--- src/rtl/uart_cmd_pkg.sv ---
// Shared constants and state encoding for the UART command responder.
package uart_cmd_pkg;

  // Command opcodes (first byte of a frame)
  localparam logic [7:0] OP_WR   = 8'h57;
  localparam logic [7:0] OP_RD   = 8'h52;

  // Response bytes returned to the host
  localparam logic [7:0] RSP_ACK = 8'h06;
  localparam logic [7:0] RSP_NAK = 8'h15;

  typedef enum logic [2:0] {
    ST_IDLE,
    ST_GET_ADDR,
    ST_GET_DATA,
    ST_MEM,
    ST_SEND
  } state_t;

endpackage

--- src/rtl/uart_cmd_timeout.sv ---
// Loadable down-counter that flags expiry after LIMIT enabled cycles.
// Load starts a new window; the flag asserts on the LIMIT-th enabled cycle.
module uart_cmd_timeout #(
  parameter int LIMIT = 16
) (
  input  logic clk,
  input  logic rst_n,
  input  logic i_clr,
  input  logic i_load,
  input  logic i_en,
  output logic o_expired
);

  localparam int CW = $clog2(LIMIT + 1);

  logic [CW-1:0] r_cnt;

  // Count down while enabled; a load restarts the window and wins over clear
  always_ff @(posedge clk or posedge rst_n) begin
    if (rst_n) begin
      r_cnt <= '0;
    end else if (i_load) begin
      r_cnt <= CW'(LIMIT - 1);
    end else if (i_clr) begin
      r_cnt <= '0;
    end else if (i_en && (r_cnt != '0)) begin
      r_cnt <= r_cnt - CW'(1);
    end
  end

  assign o_expired = i_en && (r_cnt == '0);

endmodule

--- src/rtl/uart_cmd_responder.sv ---
// Parses fixed-length read/write frames from the UART receiver, performs one
// memory transaction per frame and returns a single response byte.
module uart_cmd_responder
  import uart_cmd_pkg::*;
#(
  parameter int DATA_BIT    = 8,
  parameter int ADDR_W      = 8,
  parameter int GAP_TIMEOUT = 100000,
  parameter int MEM_TIMEOUT = 1024
) (
  input  logic                clk,
  input  logic                rst_n,
  input  logic                rx_valid,
  input  logic [DATA_BIT-1:0] rx_data,
  output logic                rx_ready,
  output logic                tx_valid,
  output logic [DATA_BIT-1:0] tx_data,
  input  logic                tx_ready,
  output logic                mem_req,
  output logic                mem_we,
  output logic [ADDR_W-1:0]   mem_addr,
  output logic [DATA_BIT-1:0] mem_wdata,
  input  logic                mem_ack,
  input  logic [DATA_BIT-1:0] mem_rdata,
  output logic                busy,
  output logic [7:0]          err_cnt
);

  state_t              r_state;
  state_t              w_state_nx;
  logic                r_mem_req;
  logic                r_mem_we;
  logic [ADDR_W-1:0]   r_mem_addr;
  logic [DATA_BIT-1:0] r_mem_wdata;
  logic [DATA_BIT-1:0] r_tx_data;
  logic [7:0]          r_err_cnt;

  logic                w_acc;
  logic                w_is_op;
  logic                w_gap_en;
  logic                w_gap_exp;
  logic                w_mem_exp;
  logic                w_to_clr;
  logic                w_cap_op;
  logic                w_cap_addr;
  logic                w_cap_data;
  logic                w_go_mem;
  logic                w_mem_done;
  logic                w_ld_tx;
  logic                w_ld_nak;
  logic [DATA_BIT-1:0] w_tx_nx;

  assign rx_ready = (r_state == ST_IDLE) || (r_state == ST_GET_ADDR) ||
                    (r_state == ST_GET_DATA);
  assign w_acc    = rx_valid && rx_ready;
  assign w_is_op  = (rx_data == DATA_BIT'(OP_WR)) || (rx_data == DATA_BIT'(OP_RD));
  assign w_gap_en = (r_state == ST_GET_ADDR) || (r_state == ST_GET_DATA);
  assign w_to_clr = (r_state == ST_IDLE) || (r_state == ST_SEND);

  // Inter-byte gap watchdog, restarted by every accepted byte
  uart_cmd_timeout #(.LIMIT(GAP_TIMEOUT)) u_gap_to (
    .clk       (clk),
    .rst_n     (rst_n),
    .i_clr     (w_to_clr),
    .i_load    (w_acc),
    .i_en      (w_gap_en),
    .o_expired (w_gap_exp)
  );

  // Memory acknowledge watchdog, restarted on entry to MEM
  uart_cmd_timeout #(.LIMIT(MEM_TIMEOUT)) u_mem_to (
    .clk       (clk),
    .rst_n     (rst_n),
    .i_clr     (w_to_clr),
    .i_load    (w_go_mem),
    .i_en      (r_state == ST_MEM),
    .o_expired (w_mem_exp)
  );

  // State register
  always_ff @(posedge clk or posedge rst_n) begin
    if (rst_n) r_state <= ST_IDLE;
    else       r_state <= w_state_nx;
  end

  // Next-state decode and per-cycle load strobes for the output registers
  always_comb begin
    w_state_nx = r_state;
    w_cap_op   = 1'b0;
    w_cap_addr = 1'b0;
    w_cap_data = 1'b0;
    w_go_mem   = 1'b0;
    w_mem_done = 1'b0;
    w_ld_tx    = 1'b0;
    w_ld_nak   = 1'b0;
    w_tx_nx    = '0;
    unique case (r_state)
      ST_IDLE: begin
        if (w_acc) begin
          if (w_is_op) begin
            w_cap_op   = 1'b1;
            w_state_nx = ST_GET_ADDR;
          end else begin
            w_ld_tx    = 1'b1;
            w_ld_nak   = 1'b1;
            w_tx_nx    = DATA_BIT'(RSP_NAK);
            w_state_nx = ST_SEND;
          end
        end
      end
      ST_GET_ADDR: begin
        if (w_acc) begin
          w_cap_addr = 1'b1;
          if (r_mem_we) begin
            w_state_nx = ST_GET_DATA;
          end else begin
            w_go_mem   = 1'b1;
            w_state_nx = ST_MEM;
          end
        end else if (w_gap_exp) begin
          w_ld_tx    = 1'b1;
          w_ld_nak   = 1'b1;
          w_tx_nx    = DATA_BIT'(RSP_NAK);
          w_state_nx = ST_SEND;
        end
      end
      ST_GET_DATA: begin
        if (w_acc) begin
          w_cap_data = 1'b1;
          w_go_mem   = 1'b1;
          w_state_nx = ST_MEM;
        end else if (w_gap_exp) begin
          w_ld_tx    = 1'b1;
          w_ld_nak   = 1'b1;
          w_tx_nx    = DATA_BIT'(RSP_NAK);
          w_state_nx = ST_SEND;
        end
      end
      ST_MEM: begin
        if (mem_ack) begin
          w_mem_done = 1'b1;
          w_ld_tx    = 1'b1;
          w_tx_nx    = r_mem_we ? DATA_BIT'(RSP_ACK) : mem_rdata;
          w_state_nx = ST_SEND;
        end else if (w_mem_exp) begin
          w_mem_done = 1'b1;
          w_ld_tx    = 1'b1;
          w_ld_nak   = 1'b1;
          w_tx_nx    = DATA_BIT'(RSP_NAK);
          w_state_nx = ST_SEND;
        end
      end
      ST_SEND: begin
        if (tx_ready) w_state_nx = ST_IDLE;
      end
      default: w_state_nx = ST_IDLE;
    endcase
  end

  // Memory bus registers: fields captured while parsing, request held until done
  always_ff @(posedge clk or posedge rst_n) begin
    if (rst_n) begin
      r_mem_req   <= 1'b0;
      r_mem_we    <= 1'b0;
      r_mem_addr  <= '0;
      r_mem_wdata <= '0;
    end else begin
      if (w_cap_op)   r_mem_we    <= (rx_data == DATA_BIT'(OP_WR));
      if (w_cap_addr) r_mem_addr  <= rx_data[ADDR_W-1:0];
      if (w_cap_data) r_mem_wdata <= rx_data;
      if (w_go_mem)        r_mem_req <= 1'b1;
      else if (w_mem_done) r_mem_req <= 1'b0;
    end
  end

  // Response byte and saturating NAK counter
  always_ff @(posedge clk or posedge rst_n) begin
    if (rst_n) begin
      r_tx_data <= '0;
      r_err_cnt <= 8'd0;
    end else begin
      if (w_ld_tx) r_tx_data <= w_tx_nx;
      if (w_ld_nak && (r_err_cnt != 8'hFF)) r_err_cnt <= r_err_cnt + 8'd1;
    end
  end

  assign tx_valid  = (r_state == ST_SEND);
  assign tx_data   = r_tx_data;
  assign mem_req   = r_mem_req;
  assign mem_we    = r_mem_we;
  assign mem_addr  = r_mem_addr;
  assign mem_wdata = r_mem_wdata;
  assign busy      = (r_state != ST_IDLE);
  assign err_cnt   = r_err_cnt;

endmodule

--- config.mk ---
export PLATFORM = sky130hd
export DESIGN_NAME = uart_cmd_responder
export DESIGN_NICKNAME = d
export VERILOG_FILES = /design/src/rtl/uart_cmd_pkg.sv /design/src/rtl/uart_cmd_timeout.sv /design/src/rtl/uart_cmd_responder.sv
export SDC_FILE = /design/constraint.sdc
export NUM_CORES = 1
export LEC_CHECK = 0
export ABC_AREA = 1
export BUFFER_PORTS_ARGS = -buffer_cell sky130_fd_sc_hd__buf_2
export CORE_MARGIN = 2
export CORE_UTILIZATION = 51
export CTS_BUF_LIST = sky130_fd_sc_hd__clkbuf_4 sky130_fd_sc_hd__clkbuf_8 sky130_fd_sc_hd__clkbuf_16
export DETAILED_ROUTE_END_ITERATION = 12
export PLACE_DENSITY_LB_ADDON = 0.1
export REMOVE_ABC_BUFFERS = 1
export SETUP_SLACK_MARGIN = 0.02
export SYNTH_ARGS = -nofsm -noshare
export SYNTH_HDL_FRONTEND = slang
export SYNTH_SLANG_ARGS = --single-unit
--- constraint.sdc ---
create_clock -name clk -period 2.17 [get_ports clk]
set_clock_uncertainty 0.2 [all_clocks]
set_input_delay 0.3255 -clock clk [delete_from_list [all_inputs] [get_ports clk]]
set_output_delay 0.3255 -clock clk [all_outputs]
set_load 0.03 [all_outputs]
==> Word-level counts from Yosys, hierarchy flattened <==
Index checks and enable logic that the tools add are counted.
{ "word_totals": {"word_cells": 89, "ram_bits": 0, "mem_count": 0, "mem_bits_ro": 0, "register_bits": 65, "inputBits": 21, "latchBits": 0, "out_inout_bits": 37} }
{ "classes": {"n_eq_ne": 10, "n_reduce_logical": 22, "n_mux": 45, "bitwise_logic": 0, "n_div": 0, "n_mul": 0, "shifts": 0, "order_cmp": 0, "n_addsub": 3} }
{ "ops": {"columns": ["operator", "n"], "rows": [
  ["$mux 17", 3],
  ["$mux 11", 3],
  ["$mux 5", 5],
  ["$mux 3", 8],
  ["$pmux 8 s3", 1],
  ["$mux 1", 19],
  ["$logic_not 17->1", 1],
  ["$reduce_bool 17->1", 1],
  ["$sub 17x1->17 const B", 1],
  ["$eq 8x7->1 const B", 2],
  ["$mux 8", 2],
  ["$pmux 3 s5", 1],
  ["$logic_not 11->1", 1],
  ["$reduce_bool 11->1", 1],
  ["$sub 11x1->11 const B", 1],
  ["$reduce_bool 3->1", 3],
  ["$add 8x1->8 const B", 1],
  ["$ne 8x8->1 const B", 1],
  ["$eq 3x2->1 const B", 2],
  ["$logic_and 1x1->1", 6],
  ["$pmux 1 s3", 2],
  ["$logic_or 1x1->1", 5],
  ["$ne 2x1->1 const B", 2],
  ["$eq 3x1->1 const B", 1],
  ["7 further kinds", 7]
]} }

==> Depth between registers and ports, before layout <==
{ "depth": {"depth_word": 7, "mapped_depth": 11, "ltp_nobuf": 11} }

==> Modules after synthesis <==
Synthesis repeated with hierarchy kept, for this count alone.
{ "unflattened": {"hier_cells": 525, "hier_area_um2": 3898.7} }
{ "by_module_without_submodules": {"columns": ["module", "n_inst", "cells_per_inst", "area_per_inst_um2", "seq_area_each_um2"], "rows": [
  ["uart_cmd_responder", 1, 220, 1801.7, 925.9],
  ["uart_cmd_timeout at u_gap_to", 1, 195, 1331.3, 425.4],
  ["uart_cmd_timeout at u_mem_to", 1, 110, 765.7, 275.3]
]} }

==> Least setup slack after synthesis <==
OpenSTA, ideal clock, no wires.
{ "synth_path": {"path_type": "register to register", "start": "register r_state[0]", "end": "register r_state[0]", "n_path_buf": 0, "period_less_slack_ns": 1.931, "setup_slack_ns": 0.239, "setup_time_ns": 0.124, "path_stages_with_launch": 9, "t_required_ns": 1.846, "arrival_ns": 1.607, "cell_sequence": "dfrtp_1 -> nor2_4 -> inv_2 -> nor2_1 -> nand2_1 -> nand3_1 -> nor2_1 -> nand2_1 -> nand2_1"} }
{ "synth_between": {"elab_cells_between_ends": 19, "cone_classes": "7 x eq/ne; 4 x mux; 8 x reduce/logical"} }
{ "synth_lines": {"columns": ["item", "line_no", "rtl"], "rows": [
  ["from (decl)", "uart_cmd_responder.sv:29", "state_t r_state;"],
  ["from (signal assigned)", "uart_cmd_responder.sv:83", "else r_state <= w_state_nx;"],
  ["$eq 3x3->1 (*)", null, null],
  ["net tx_valid", "uart_cmd_responder.sv:16", "output logic tx_valid,"],
  ["$ne 2x1->1 (no source line)", null, null],
  ["$reduce_and 3->1 (no source line)", null, null]
]} }
The timed path passes the listed nets; every way through them passes the cells marked *.
A chain may end at the register's enable or synchronous reset.

==> Worst setup path in the final report <==
{ "layout_path": {"start": "register r_state[1]", "end": "output busy"} }
{ "layout_between": {"elab_chain_cells": 1} }
{ "layout_lines": {"columns": ["item", "line_no", "rtl"], "rows": [
  ["$reduce_bool 3->1", "uart_cmd_responder.sv:193", "assign busy = (r_state != ST_IDLE);"],
  ["to (decl)", "uart_cmd_responder.sv:25", "output logic busy,"]
]} }
No other way between the ends.

==> results.cfg <==
[critical_path]
slowest_delay_ps = 470
rrSetupSlack_ps = 220
r2r-start = u_gap_to.r_cnt[0]$_DFFE_PP0P_
crit_top_cell = nor2_4
crit_slowest_cell = dfrtp_1
crit_chain = nor2_4, inv_2, nor2_4, inv_1, buf_2
criticalPathCategory = reg -> out
rr_worst_depth = 9
start_kind = flip-flop
arrival_ps = 1500
r2r_end = err_cnt[3]$_DFFE_PP0P_
cp-end-kind = output pin
crit_fanout = 8
critical_path_required_ps = 1640

[finish]
final_area_sq_mm = 0.00444
multi_input_area_sq_mm = 0.00176
area_growth_pct = 21.1
nets = 589
drive_gt1_share_pct = 20.6
n_antenna_cell = 0
nFillCells = 627
final_common_cell = nand2_1
final_cell_mix = nand2_1 (146), dfrtp_1 (65), buf_2 (57)
regArea_sq_mm = 0.00163

[yosys]
synth.avg_cell_area_sq_um = 7.56
synth.yosys.seq_area_share_pct = 44.4
synth_seq_cells = 65
yosys_warnings = 0
synth_largest_area_cell = dfrtp_1
synthCells = 485
ys_types = 33
synthTopCellsByArea = dfrtp_1 (44%), nand2_1 (15%), inv_1 (5.8%)
yosysTopAreaCellShare_pct = 44.4
netlist_area_sq_mm = 0.00366

[min_path]
min_path_cells = 3
worstHoldPathType = in -> reg
hold_path_end = tx_data[1]$_DFFE_PP0P_
min_from = mem_rdata[1]

[power]
max-vdd-ir-drop_v = 0.000852
p_leak_nw = 2.41
powerDensity_mw_per_mm2 = 1360

[die]
boundaryPins = 58
die_x_microns = 88.8
rows = 30
die_area_sq_mm = 0.00788
start_util_pct = 53.4
die_y_microns = 88.8
core_sq_mm = 0.00687

[clock_tree]
cts_resized = 0
cts_root_buffer = clkbuf_8
cts_tree = built
clk_pin_slew_ps = 70
cts_buffer_depth = 2
cts_buffers = 9
clock-sinks = 65
htree_levels = 3
clk_latency_ps = 340

[global_routing]
antenna_found_initial = 0
track_usage_pct = 23.6
grt_pass1_wl_microns = 14300
grt_max_degree = 24
gr-total-overflow = 0
first_global_vias = 3105

[sta]
tightestPinTransition_ps = 540
finalSetupViolations = 0
layout_min_cycle_time_ps = 2030
slew_headroom_pct = 63.8
clock.fmax_mhz = 493
finalCritPeriodShare_pct = 93.5
setup-tns-final_ps = 0
grt_setup_unrepaired = no
finalHoldViolCount = 0
drv_slew = 0

[detailed_routing]
vias = 3355
post_drt_wl_per_cell_microns = 12.6
dr.first_iter.drc_count = 158
drc = 0
first_pass_iters = 5
viasPerCell = 5.05
drt_wl_total_microns = 8340
antenna_left = 0

[run]
drv_cap = 0

[placed_design]
hpwl_microns = 6000
place_area_sq_mm = 0.00413
io_buffer_count = 57
place_congestion = 0.860

[outcome]
status = completed
[registers in the layout (all words and copies together), names as in the netlist]
register / count
u_gap_to.r_cnt: 17
u_mem_to.r_cnt: 11
err_cnt: 8
mem_addr: 8
mem_wdata: 8
tx_data: 8
r_state: 3
mem_req: 1
mem_we: 1
[per-stage QoR]
step | worst slack (ps) | power (mW) | std cells | hold WS [ps] | utilization [%]
after global placement | 194 | 4.68 | 642 | 193 | 60.1
after detailed placement | 167 | 4.73 | 642 | 193 | 60.1
after global routing | 21.6 | 6.54 | 664 | 49.0 | 64.6
final | 141 | 6.04 | 664 | 36.3 | 64.6
after floorplan | 18.0 | 3.98 | 480 | 242 | -
after CTS | 115 | 6.08 | 664 | 22.9 | 64.6
[critical path, delay by kind of cell, from the launching register on]
family	cells	cell delay, ps
flip-flops	1	470
AND/OR/NAND/NOR	2	330
buffers and inverters	3	350
[where the power goes]
| part | switching, mW | total (mW) | internal (mW) |
|---|---|---|---|
| clock network | 0.500 | 1.30 | 0.798 |
| logic | 1.92 | 2.83 | 0.914 |
| registers | 0.314 | 1.91 | 1.59 |
[synth_stat cells]
library cell and count:
a21oi_1 9, a21oi_2 1, buf_4 2, buf_6 1, clkbuf_1 2, dfrtp_1 65, ha_1 5, inv_1 57
inv_2 8, nand2_1 146, nand2_2 3, nand2_4 1, nand3_1 41, nand3_2 1, nand3_4 2, nand3b_1 1
nand4_1 11, nand4_2 2, nor2_1 52, nor2_2 4, nor2_4 4, nor3_1 5, nor3_2 1, o211ai_1 2
o211ai_2 4, o21ai_0 31, o21ai_1 3, o21ai_2 1, o21bai_1 1, o31ai_1 1, or2_2 1, xnor2_1 4
xor2_1 13
[layer usage]
layer / up-vias / GRT usage, % / wire length, microns
met3: 12 / 4.38 / 405
met2: 77 / 37.0 / 3880
met1: 1567 / 33.1 / 3930
li1: 1699 / - / -
met4: 0 / 7.99 / 119
met5: - / 0 / 0
[kinds of logic (layout without fill, tap and decap cells)]
| logic type | count (synthesis) | count (layout) | share of synthesized area (%) |
|---|---|---|---|
| AO/OA/AOI/OAI | 53 | 53 | 8.54 |
| XOR/XNOR | 17 | 17 | 4.06 |
| adder cells (fa/ha/maj) | 5 | 5 | 1.71 |
| AND/OR/NAND/NOR | 275 | 275 | 33.7 |
| flip-flops | 65 | 65 | 44.4 |
| buffers and inverters | 70 | 153 | 7.58 |
[worst max-delay path by stage]
stage / startpoint / endpoint / depth (start not counted)
global route: u_mem_to.r_cnt[0]$_DFFE_PP0P_ / u_mem_to.r_cnt[9]$_DFFE_PP0P_ / 11
detailed placement: r_state[0]$_DFFE_PP0P_ / err_cnt[3]$_DFFE_PP0P_ / 8
floorplan: rst_n / err_cnt[0]$_DFFE_PP0P_ / 1
global placement: r_state[0]$_DFFE_PP0P_ / err_cnt[7]$_DFFE_PP0P_ / 8
CTS: r_state[1]$_DFFE_PP0P_ / busy / 5
finish: r_state[1]$_DFFE_PP0P_ / busy / 5
[layout make-up]
| class | count | share of cell area (%) |
|---|---|---|
| clock buffers | 10 | 3.10 |
| clock inverters | 6 | 2.59 |
| inverters | 65 | 5.50 |
| multi-input cells | 350 | 39.7 |
| flip-flops and latches | 65 | 36.6 |
| well taps | 96 | 2.71 |
| repair buffers | 72 | 9.81 |
[what timing repair did]
| item | in CTS | in global routing |
|---|---|---|
| endpoints found under the setup margin | 2 | 0 |
| hold buffers | 5 | 0 |
| buffers inserted | 1 | 0 |
| endpoints found under the hold margin | 24 | 0 |
Power figures use the tool's default switching activity.
